==> src/rtl/fnv_1a_stream_if.sv <==
// -----------------------------------------------------------------------------
// fnv_1a_stream_if
//   Byte-stream and result bundle for the fnv_1a_stream hash engine.
//
//   Signals:
//     clear       producer -> engine   synchronous abort of any open message
//     in_data     producer -> engine   message byte
//     in_last     producer -> engine   final byte of the message
//     in_valid    producer -> engine   byte present
//     in_ready    engine -> producer   engine can accept a byte this cycle
//     busy        engine -> producer   multiply in progress
//     hash_valid  engine -> producer   hash_out holds the latest completed hash
//     hash_out    engine -> producer   result register (HASH_WIDTH bits)
//
//   Modports: master = byte producer / register reader, slave = hash engine.
// -----------------------------------------------------------------------------
interface fnv_1a_stream_if #(
  parameter int HASH_WIDTH = 32
);
  logic                  clear;
  logic [7:0]            in_data;
  logic                  in_last;
  logic                  in_valid;
  logic                  in_ready;
  logic                  busy;
  logic                  hash_valid;
  logic [HASH_WIDTH-1:0] hash_out;

  modport master (
    output clear, in_data, in_last, in_valid,
    input  in_ready, busy, hash_valid, hash_out
  );

  modport slave (
    input  clear, in_data, in_last, in_valid,
    output in_ready, busy, hash_valid, hash_out
  );
endinterface

==> src/rtl/fnv_1a_stream.sv <==
// -----------------------------------------------------------------------------
// fnv_1a_stream
//   Byte-streaming FNV-1a hash engine for framed messages. Each accepted byte
//   is XORed into the running hash, then multiplied by the FNV prime one prime
//   byte per cycle (HASH_WIDTH/8 cycles per byte). The byte flagged in_last
//   closes the message and publishes the hash on hash_out / hash_valid.
//
//   Parameters:
//     HASH_WIDTH    32 or 64
//     OFFSET_BASIS  initial hash value (HASH_WIDTH bits)
//     FNV_PRIME     multiplier (HASH_WIDTH bits)
//
//   Ports:
//     clk    rising-edge clock
//     reset  asynchronous, active-high; clears all state
//     bus    fnv_1a_stream_if slave modport (byte stream in, hash out)
// -----------------------------------------------------------------------------
module fnv_1a_stream #(
  parameter int                    HASH_WIDTH   = 32,
  parameter logic [HASH_WIDTH-1:0] OFFSET_BASIS = 32'd2166136261,
  parameter logic [HASH_WIDTH-1:0] FNV_PRIME    = 32'd16777619
) (
  input  logic           clk,
  input  logic           reset,
  fnv_1a_stream_if.slave bus
);

  localparam int STEPS = HASH_WIDTH / 8;
  localparam int KW    = $clog2(STEPS);

  typedef enum logic {
    IDLE = 1'b0,
    MUL  = 1'b1
  } fsm_t;

  fsm_t                  fsm_reg,        fsm_next;
  logic [HASH_WIDTH-1:0] hash_state_reg, hash_state_next;
  logic [HASH_WIDTH-1:0] op_reg,         op_next;
  logic [HASH_WIDTH-1:0] acc_reg,        acc_next;
  logic [HASH_WIDTH-1:0] hash_out_reg,   hash_out_next;
  logic [KW-1:0]         k_reg,          k_next;
  logic                  open_reg,       open_next;
  logic                  last_q_reg,     last_q_next;
  logic                  hash_valid_reg, hash_valid_next;

  // Prime split into bytes; step k multiplies by byte k.
  logic [7:0] prime_byte [STEPS];

  generate
    for (genvar gi = 0; gi < STEPS; gi++) begin : g_prime
      assign prime_byte[gi] = FNV_PRIME[8*gi +: 8];
    end
  endgenerate

  // One step of the shift-and-add multiply. The product is truncated to
  // HASH_WIDTH before the shift, which gives the same low bits as shifting
  // the full W+8-bit partial product and truncating afterwards.
  logic [HASH_WIDTH-1:0] partial;
  logic [HASH_WIDTH-1:0] shifted;
  logic [HASH_WIDTH-1:0] acc_sum;
  logic                  last_step;

  assign partial   = op_reg * HASH_WIDTH'(prime_byte[k_reg]);
  assign shifted   = partial << {k_reg, 3'b000};
  assign acc_sum   = acc_reg + shifted;
  assign last_step = (k_reg == KW'(STEPS - 1));

  // Handshake outputs come straight from registered state only.
  assign bus.in_ready   = (fsm_reg == IDLE);
  assign bus.busy       = (fsm_reg == MUL);
  assign bus.hash_valid = hash_valid_reg;
  assign bus.hash_out   = hash_out_reg;

  always_ff @(posedge clk or posedge reset) begin
    if (reset) begin
      fsm_reg        <= IDLE;
      hash_state_reg <= OFFSET_BASIS;
      op_reg         <= '0;
      acc_reg        <= '0;
      hash_out_reg   <= '0;
      k_reg          <= '0;
      open_reg       <= 1'b0;
      last_q_reg     <= 1'b0;
      hash_valid_reg <= 1'b0;
    end else begin
      fsm_reg        <= fsm_next;
      hash_state_reg <= hash_state_next;
      op_reg         <= op_next;
      acc_reg        <= acc_next;
      hash_out_reg   <= hash_out_next;
      k_reg          <= k_next;
      open_reg       <= open_next;
      last_q_reg     <= last_q_next;
      hash_valid_reg <= hash_valid_next;
    end
  end

  always_comb begin
    fsm_next        = fsm_reg;
    hash_state_next = hash_state_reg;
    op_next         = op_reg;
    acc_next        = acc_reg;
    hash_out_next   = hash_out_reg;
    k_next          = k_reg;
    open_next       = open_reg;
    last_q_next     = last_q_reg;
    hash_valid_next = hash_valid_reg;

    if (bus.clear) begin
      // Abort wins over the handshake: a byte offered now is dropped and any
      // partial product is discarded. hash_out keeps its last value.
      fsm_next        = IDLE;
      open_next       = 1'b0;
      hash_valid_next = 1'b0;
      k_next          = '0;
    end else begin
      unique case (fsm_reg)
        IDLE: begin
          if (bus.in_valid) begin
            // First byte of a message starts from the basis, not the
            // previous message's hash.
            op_next         = (open_reg ? hash_state_reg : OFFSET_BASIS)
                              ^ HASH_WIDTH'(bus.in_data);
            acc_next        = '0;
            k_next          = '0;
            last_q_next     = bus.in_last;
            hash_valid_next = 1'b0;
            fsm_next        = MUL;
          end
        end
        MUL: begin
          acc_next = acc_sum;
          k_next   = k_reg + KW'(1);
          if (last_step) begin
            hash_state_next = acc_sum;
            k_next          = '0;
            fsm_next        = IDLE;
            if (last_q_reg) begin
              hash_out_next   = acc_sum;
              hash_valid_next = 1'b1;
              open_next       = 1'b0;
            end else begin
              open_next       = 1'b1;
            end
          end
        end
        default: fsm_next = IDLE;
      endcase
    end
  end

endmodule

==> src/flat_wrapper.sv <==
// flat-port wrapper written by rule: the top's interface ports become plain ports
module fnv_1a_stream_flat 
#(
  parameter int                    HASH_WIDTH   = 32,
  parameter logic [HASH_WIDTH-1:0] OFFSET_BASIS = 32'd2166136261,
  parameter logic [HASH_WIDTH-1:0] FNV_PRIME    = 32'd16777619
)
  (clk, reset, bus_clear, bus_in_data, bus_in_last, bus_in_valid, bus_in_ready, bus_busy, bus_hash_valid, bus_hash_out);
  fnv_1a_stream_if #(.HASH_WIDTH(HASH_WIDTH)) bus_i ();
  input  logic clk;
  input  logic reset;
  input wire logic [$bits(bus_i.clear)-1:0] bus_clear;
  input wire logic [$bits(bus_i.in_data)-1:0] bus_in_data;
  input wire logic [$bits(bus_i.in_last)-1:0] bus_in_last;
  input wire logic [$bits(bus_i.in_valid)-1:0] bus_in_valid;
  output wire logic [$bits(bus_i.in_ready)-1:0] bus_in_ready;
  output wire logic [$bits(bus_i.busy)-1:0] bus_busy;
  output wire logic [$bits(bus_i.hash_valid)-1:0] bus_hash_valid;
  output wire logic [$bits(bus_i.hash_out)-1:0] bus_hash_out;
  assign bus_i.clear = bus_clear;
  assign bus_i.in_data = bus_in_data;
  assign bus_i.in_last = bus_in_last;
  assign bus_i.in_valid = bus_in_valid;
  assign bus_in_ready = bus_i.in_ready;
  assign bus_busy = bus_i.busy;
  assign bus_hash_valid = bus_i.hash_valid;
  assign bus_hash_out = bus_i.hash_out;
  fnv_1a_stream #(.HASH_WIDTH(HASH_WIDTH), .OFFSET_BASIS(OFFSET_BASIS), .FNV_PRIME(FNV_PRIME)) u_core (.clk(clk), .reset(reset), .bus(bus_i));
endmodule
==> config.mk <==
export PLATFORM = sky130hd
export DESIGN_NAME = fnv_1a_stream_flat
export DESIGN_NICKNAME = d
export VERILOG_FILES = /design/src/rtl/fnv_1a_stream_if.sv /design/src/rtl/fnv_1a_stream.sv /design/src/flat_wrapper.sv
export SDC_FILE = /design/constraint.sdc
export NUM_CORES = 1
export LEC_CHECK = 0
export CORE_MARGIN = 10
export CORE_UTILIZATION = 60
export CTS_CLUSTER_DIAMETER = 60
export DETAILED_ROUTE_END_ITERATION = 8
export PLACE_DENSITY_LB_ADDON = 0.2
export SYNTH_ARGS = -nofsm -noshare
export SYNTH_HDL_FRONTEND = slang
export SYNTH_SLANG_ARGS = --single-unit
==> constraint.sdc <==
create_clock -name clk -period 8.1 [get_ports clk]
set_clock_uncertainty 0.05 [all_clocks]
set_input_delay 0.81 -clock clk [delete_from_list [all_inputs] [get_ports clk]]
set_output_delay 0.81 -clock clk [all_outputs]
set_load 0.005 [all_outputs]
==> results.py <==
metrics = {
    "run_status": {
        "outcome": "completed",
    },
    "cells_and_area": {
        "area_growth_pct": 11.2,
        "multiInputGateArea_um2": 7270,
        "final_common_cell": "nand2_1",
        "antennaDiodeCount": 0,
        "seq_area_um2": 3370,
        "drive_above_1_share_pct": 5.59,
        "final_cell_mix": "nand2_1, inv_1, o21ai_0",
        "nets": 1518,
        "n_fill_cell": 1555,
    },
    "worst_setup_path": {
        "crit_fanout": 56,
        "slowest_delay_ns": 0.50,
        "worst_path_max_delay_cell": "fa_1",
        "worstSetupPathType": "flip-flop to flip-flop",
        "crit_buf_inv": 6,
        "cp_top_family": "compound AO/OA/AOI/OAI gates",
        "cp.arrival_ns": 7.76,
        "required_ns": 8.31,
        "startpoint_type": "flip-flop",
        "end_kind": "flip-flop",
    },
    "detailed_routing": {
        "wl_per_cell_um": 18.0,
        "vias": 9253,
        "drt_iter0_markers": 722,
        "dr.pass1.iters": 5,
        "antenna_left": 0,
        "postRouteWirelength_mm": 28.7,
        "post_drt_via_cell_ratio": 5.80,
        "drc": 0,
    },
    "global_routing": {
        "grtUsageTotal_pct": 23.9,
        "grt_pass1_wl_mm": 47.6,
        "antenna_found_initial": 0,
        "grt_pass1_vias": 9080,
        "grt-ovfl-total": 0,
        "grt_max_degree": 78,
    },
    "placement": {
        "dp_hpwl_mm": 22.1,
        "place_congestion": 0.951,
        "port_buffers": 47,
    },
    "clocking": {
        "cts_htree_levels": 4,
        "ctsLongestPathBuffers": 2,
        "postCtsSetupBuffers": 0,
        "clock_latency_ns": 0.43,
        "clock_sinks": 134,
        "clk_pin_slew_ns": 0.07,
        "cts_made_buffers": 17,
        "cts_tree": "yes",
        "ctsResizeCount": 0,
        "cts_hold_buf": 0,
        "clockRootBuffer": "clkbuf_16",
    },
    "yosys": {
        "ys_warn_count": 0,
        "ys.flop_type": "dfrtp_1",
        "netlist_instances": 1326,
        "syn_avg_cell_area_um2": 8.54,
        "ys_types": 65,
        "ys_seq_elements": 134,
        "synth_area_um2": 11300,
        "synth_edf_count": 0,
        "syn-num-nets": 1497,
        "yosysSeqAreaShare_pct": 29.8,
        "ys_async_sr_fraction_pct": 100,
    },
    "flow_run": {
        "drv_cap": 0,
    },
    "floorplan": {
        "start_util_pct": 60.7,
        "die_area_um2": 24800,
        "chipWidth_um": 157,
        "rows": 50,
        "pin_count": 48,
        "die_h_um": 157,
        "coreArea_um2": 18600,
    },
    "timing": {
        "tns_ns": 0,
        "period_minus_slack_ns": 7.55,
        "hold_viol": 0,
        "slew_headroom_pct": 25.6,
        "setup_viol": 0,
        "drv_slew": 0,
        "tightest_slew_ns": 1.11,
        "finalCritPeriodShare_pct": 93.2,
        "rsz0062_at_grt": "false",
        "max_freq_mhz": 133,
    },
    "worst_hold_path": {
        "hp-class": "flip-flop to flip-flop",
    },
}
cell families after synthesis:
group	Yosys count	share of synthesized area [%]
AO/OA/AOI/OAI	309	17.0
XOR/XNOR	84	6.62
adder cells (fa/ha/maj)	158	20.8
buffers and inverters	185	6.17
flip-flops	134	29.8
multiplexers	11	1.03
AND/OR/NAND/NOR	445	18.5
synth_stat cells, types with 6 or more instances:
master	number	share of area (%)
a211oi_1	12	0.80
a21o_1	30	2.0
a21oi_1	60	2.7
a31oi_1	15	0.83
and2_1	44	2.4
and3_1	18	0.99
clkbuf_1	55	1.8
dfrtp_1	120	27
dfstp_2	14	3.3
fa_1	51	9.0
ha_1	107	12
inv_1	127	4.2
mux2i_1	6	0.53
nand2_1	190	6.3
nand2b_1	10	0.55
nand3_1	30	1.3
nand4_1	7	0.39
nor2_1	73	2.4
nor2b_1	37	2.0
nor3_1	19	0.84
o21a_1	7	0.46
o21ai_0	123	5.4
o21bai_1	6	0.40
o22ai_1	6	0.33
o31ai_1	6	0.40
xnor2_1	41	3.2
xor2_1	42	3.3
per-layer routing:
layer  GRT usage, %  vias to the layer above  wire [um]
met4           6.72                        0        545
li1               -                     4519          -
met1           34.8                     4380      13900
met5              0                        -          0
met3           3.79                       50       1690
met2           36.1                      304      12500
path summary, 6_finish.rpt:
path,start,end,slack (ns),cells past startpoint
max,u_core.k_reg[1]$_DFFE_PP0P_,u_core.acc_reg[30]$_DFFE_PP0P_,0.55,29
min,u_core.bus.hash_out[6]$_DFFE_PP0P_,u_core.bus.hash_out[6]$_DFFE_PP0P_,0.43,2
max reg2reg,u_core.k_reg[1]$_DFFE_PP0P_,u_core.acc_reg[30]$_DFFE_PP0P_,0.55,29
min reg2reg,u_core.bus.hash_out[6]$_DFFE_PP0P_,u_core.bus.hash_out[6]$_DFFE_PP0P_,0.43,2
max in group asynchronous,reset,u_core.hash_state_reg[28]$_DFFE_PP0P_,5.88,3
min in group asynchronous,reset,u_core.bus.hash_out[6]$_DFFE_PP0P_,0.74,2
stage by stage:
stage          worst slack (ns)  area, um2  cells  hold slack [ns]  utilization (%)
3_5_place_dp              0.642      12000   1562            0.420             64.3
2_1_floorplan             0.706      11300   1326            0.395                -
6_report                  0.554      12600   1594            0.429             67.5
3_3_place_gp              0.731      12000   1562            0.413             64.3
4_1_cts                   0.601      12600   1594            0.434             67.5
5_1_grt                  0.0202      12600   1594            0.457             67.5
area by class of cell:
type | count | area share, %
repair buffers | 60 | 4.61
multi-input cells | 1007 | 57.7
flip-flops and latches | 134 | 26.8
inverters | 127 | 3.83
clock buffers | 17 | 3.38
well taps | 234 | 2.33
clock inverters | 15 | 1.34
worst min-delay path, cell delays in order, from the launching register on:
cell and delay [ns]:
dfrtp_1 0.34, nand2_1 0.04, o21ai_0 0.06
Power is not shown: default switching activity piles up to over one toggle a cycle in this logic, so the estimate is an artifact.
